===== config.mk =====
export PLATFORM = sky130hd
export DESIGN_NAME = program_sequencer
export DESIGN_NICKNAME = d
export VERILOG_FILES = /design/src/rtl/program_sequencer.sv
export SDC_FILE = /design/constraint.sdc
export NUM_CORES = 1
export LEC_CHECK = 0
export ABC_CLOCK_PERIOD_IN_PS = 1900
export BUFFER_PORTS_ARGS = -buffer_cell sky130_fd_sc_hd__buf_2
export CAP_MARGIN = 25
export CORE_MARGIN = 5
export CORE_UTILIZATION = 33
export CTS_BUF_LIST = sky130_fd_sc_hd__clkbuf_2
export DETAILED_ROUTE_END_ITERATION = 10
export PLACE_DENSITY = 0.63
export RECOVER_POWER = 25
export SYNTH_ARGS = -nofsm -noshare
export SYNTH_HDL_FRONTEND = slang
export SYNTH_SLANG_ARGS = --single-unit

===== constraint.sdc =====
create_clock -name Clk -period 1.9 [get_ports Clk]
set_clock_uncertainty 0.2 [all_clocks]
set_input_delay 0.285 -clock Clk [delete_from_list [all_inputs] [get_ports Clk]]
set_output_delay 0.285 -clock Clk [all_outputs]
set_load 0.01 [all_outputs]

===== src/rtl/program_sequencer.sv =====
// program_sequencer: fetches words from an asynchronous program ROM and issues them to a multicycle processor.
// Define SEQ_STEP_EN to pause after every completed instruction until a Step cycle.
module program_sequencer (
   input  logic       Clk,
   input  logic       Reset,
   input  logic       Start,
   input  logic       Step,
   input  logic [7:0] ROM_DATA,
   input  logic       Done,
   output logic [7:0] ADDR,
   output logic [7:0] DIN,
   output logic       Run,
   output logic       Busy,
   output logic       Halted,
   output logic       Fault,
   output logic [7:0] ICOUNT
);
   typedef enum logic [2:0] {IDLE, ISSUE, IMM, WAIT, PAUSE, HALT, FAULT} state_t;
   state_t state;
   state_t done_next;
   logic [2:0] wdog;
   logic [2:0] op;
   logic [7:0] icount_inc;
   assign op = ROM_DATA[6:4];
   assign icount_inc = ICOUNT + {7'd0, ICOUNT != 8'hFF};
`ifdef SEQ_STEP_EN
   assign done_next = PAUSE;
`else
   assign done_next = ISSUE;
   logic unused_step;
   assign unused_step = Step;
`endif
   // ROM is asynchronous, so the issue strobe and data follow ROM_DATA in the same cycle
   assign Run = state == ISSUE && op != 3'b111;
   assign DIN = (state == ISSUE || state == IMM) ? ROM_DATA : 8'h00;
   assign Busy = state inside {ISSUE, IMM, WAIT, PAUSE};
   assign Halted = state == HALT;
   assign Fault = state == FAULT;
   always_ff @(posedge Clk)
      if (Reset) begin
         state <= IDLE;
         ADDR <= 8'd0;
         ICOUNT <= 8'd0;
         wdog <= 3'd0;
      end else
         case (state)
            IDLE, HALT, FAULT:
               if (Start) begin
                  ADDR <= 8'd0;
                  ICOUNT <= 8'd0;
                  state <= ISSUE;
               end
            ISSUE:
               if (op == 3'b111) state <= HALT;
               else begin
                  ADDR <= ADDR + 8'd1;
                  wdog <= 3'd0;
                  state <= op == 3'b001 ? IMM : WAIT;
               end
            IMM: begin
               ADDR <= ADDR + 8'd1;
               if (Done) begin
                  ICOUNT <= icount_inc;
                  state <= done_next;
               end else state <= WAIT;
            end
            WAIT:
               if (Done) begin
                  ICOUNT <= icount_inc;
                  state <= done_next;
               end else if (wdog == 3'd7) state <= FAULT;
               else wdog <= wdog + 3'd1;
`ifdef SEQ_STEP_EN
            PAUSE:
               if (Step) state <= ISSUE;
`endif
            default: state <= IDLE;
         endcase
endmodule


==> results.cfg <==
[synth]
yosysSeqAreaShare_pct = 31.8
syn_nets = 187
yosysUniqueCellTypes = 46
syn-cell-area_um2 = 1380
syn_area_per_cell_um2 = 8.19
ys_ff_latch = 22
synthCells = 169
synth_warnings = 0

[global_route]
use_met1_pct = 17.9
grt-busiest-layer = met2
met3_usage_pct = 3.34
grt_pass1_wl_mm = 6.09
grt_pass1_vias = 1379
global_route.usage.met2_pct = 22.5
grt_use_total_pct = 13.4
grt_max_degree = 15
antenna_found_initial = 0
grt_remaining_overflow = 0

[worst_setup_path]
crit_type = reg2out
worst_setup_path_start_kind = flip-flop
critPathArrivalTime_ns = 1.47
worstSetupEndpointType = primary output
required_ns = 1.41
rr_worst_depth = 11
crit_fanout = 4

[place]
gp_congestion = 0.799
place_area_um2 = 1810
dp_cells = 278
dp_hpwl_mm = 2.80
portBuffers = 39
place_ws_ns = -0.0275

[clock_network]
cts_sinks = 22
clock_latency_ns = 0.34
clk_path_buf_depth = 2
htreeDepth = 1
clockRootBuffer = clkbuf_2
clk_pin_slew_ns = 0.21
cts_tree = built
numCtsBuffers = 3

[drt]
viasPerCell = 5.21
wl_per_cell_um = 13.4
drtIter0Drc = 59
drtPass1Iterations = 4
drt-total-wl_mm = 3.91
vias = 1527
antenna_left = 0
drc = 0

[floorplan]
rows = 23
core-area_um2 = 4030
io_pins = 41
initial_core_util_pct = 34.3
dieArea_um2 = 5590
die-height_um = 74.8
die_w_um = 74.8

[timing]
final_max_slew_viol_count = 0
min_period_ns = 1.96
tightest_slew_ns = 0.345
tns_ns = -0.449
timing.final.crit_share_pct = 103
fmax_ghz = 0.511
hold_slack_ns = 0.0547
finalHoldViolCount = 0
rsz0062_at_grt = true
final-setup-viol-count = 11
setup_ws_ns = -0.0582
slew_headroom_pct = 76.7

[finish]
final_area_um2 = 2100
area_growth_pct = 51.7
fill_cells = 397
final_layout_size_suffix_gt1_share_pct = 45.3
fin_nets = 262
n_antenna_cell = 0
fin_cells = 293
fin_util_pct = 52.1
multi_input_area_um2 = 978
regArea_um2 = 458

[run_status]
failed_checks = negative setup slack
outcome = finished with violations

[power_and_ir_drop]
p_leak_nw = 0.946
finalPower_mw = 1.15
p_per_area_nw_per_um2 = 549
vdd_drop_max_v = 0.000343

[job]
maxCapViolations = 0

[hold_path]
hp-class = in2reg
hold-path-cell-count = 2
-- routing by layer --
metal / vias to the layer above / part of all wire (%)
met4: 0 / 0.46
met2: 37 / 48
li1: 784 / -
met1: 704 / 45
met3: 2 / 5.8
met5: - / 0
-- flip-flops by register name (all words and copies together), names as in the netlist --
name / flops
wdog: 3
ICOUNT: 8
ADDR: 8
state: 3
-- cells by family after synthesis --
family / after synthesis / share of synthesized area, %
mux: 2 / 1.45
xor+xnor: 3 / 1.90
fa+ha+maj: 6 / 5.24
simple gates: 73 / 30.7
compound gates: 50 / 24.0
flops: 22 / 31.8
buf+inv: 13 / 4.88
-- where the power goes --
| part | switching (mW) | total [mW] | internal, mW |
|---|---|---|---|
| combinational | 0.200 | 0.470 | 0.270 |
| sequential | 0.0143 | 0.486 | 0.472 |
| clock | 0.151 | 0.196 | 0.0457 |
-- final cells by class --
cell class              instances  share of cell area [%]
inverters                       4                   0.715
clock inverters                 1                   0.179
repair buffers                 79                    27.0
well taps                      50                    2.98
clock buffers                   3                   0.715
flip-flops and latches         22                    21.8
multi-input cells             134                    46.6
-- worst max-delay path, stage by stage, from the launching register on --
cell and delay [ns]:
dfxtp_4 0.39, buf_6 0.12, xnor2_4 0.18, nor2_4 0.06
buf_6 0.12, and2_4 0.15, buf_6 0.11
-- cells in the final DEF (no fill, tap or decap), types with 2 or more instances in the layout --
cell type	synthesis	layout
buf_2	0	24
dfxtp_2	0	5
clkbuf_2	0	3
nor3_1	3	3
mux2i_1	2	2
inv_1	4	4
o41ai_1	3	2
or3b_2	2	2
dfxtp_1	22	14
a21oi_1	14	13
and3_1	3	3
nand3_1	5	5
nand2_1	10	9
and3b_1	2	2
and4_1	4	3
a22oi_1	3	3
ha_1	5	4
o311ai_1	0	3
o21ai_0	12	12
o22ai_1	2	2
dfxtp_4	0	3
buf_4	3	34
buf_6	1	15
and2_4	0	9
a211oi_1	4	4
clkbuf_1	4	6
nor2_1	19	18
nand2b_1	3	3
-- Yosys cell counts, drive strengths merged --
| cell | instances | share of area (%) |
|---|---|---|
| and3 | 3 | 1.4 |
| or2 | 1 | 0.45 |
| nor3b | 2 | 1.1 |
| nor2 | 19 | 5.2 |
| a211oi | 4 | 2.2 |
| or3 | 1 | 0.45 |
| and4b | 1 | 0.72 |
| nor4b | 1 | 1.1 |
| a32o | 1 | 0.72 |
| a22oi | 3 | 1.6 |
| nand2 | 10 | 2.7 |
| o211ai | 1 | 0.54 |
| mux2i | 2 | 1.4 |
| o21a | 1 | 0.54 |
| o31ai | 1 | 0.54 |
| and2b | 1 | 0.54 |
| a311oi | 1 | 0.63 |
| or3b | 2 | 1.3 |
| and2 | 9 | 4.1 |
| nand4b | 1 | 0.63 |
| a31oi | 2 | 0.90 |
| buf | 5 | 2.7 |
| and4 | 4 | 2.5 |
| o22ai | 2 | 0.90 |
| xor2 | 1 | 0.63 |
| o311a | 1 | 1.5 |
| clkbuf | 4 | 1.1 |
| inv | 4 | 1.1 |
| xnor2 | 2 | 1.3 |
| nand3 | 5 | 1.8 |
| dfxtp | 22 | 32 |
| maj3 | 1 | 0.72 |
| o41ai | 3 | 1.9 |
| a21oi | 14 | 5.1 |
| or4b | 1 | 0.72 |
| ha | 5 | 4.5 |
| and3b | 2 | 1.3 |
| nand2b | 3 | 1.4 |
| o311ai | 4 | 2.5 |
| or4 | 2 | 1.1 |
| nand4bb | 1 | 0.81 |
| nand3b | 1 | 0.54 |
| o21ai | 12 | 4.3 |
| nor3 | 3 | 1.1 |
-- path summary, 6_finish.rpt --
| path | start | to | slack, ns |
|---|---|---|---|
| min | Reset | ICOUNT[6] | 0.05 |
| min reg2reg | ADDR[7] | ADDR[7] | 0.31 |
| max | state[1] | DIN[6] | -0.06 |
| max reg2reg | state[1] | ADDR[1] | 0 |
-- timing repair --
item                       in CTS  in global routing
hold buffers                    0                  0
setup endpoints to repair      16                 20
pin swaps                       8                  8
buffers inserted                8                  2
gates resized for setup        24                 30
gates cloned                    1                  0
Note: power is estimated with default switching activity, not from simulation.
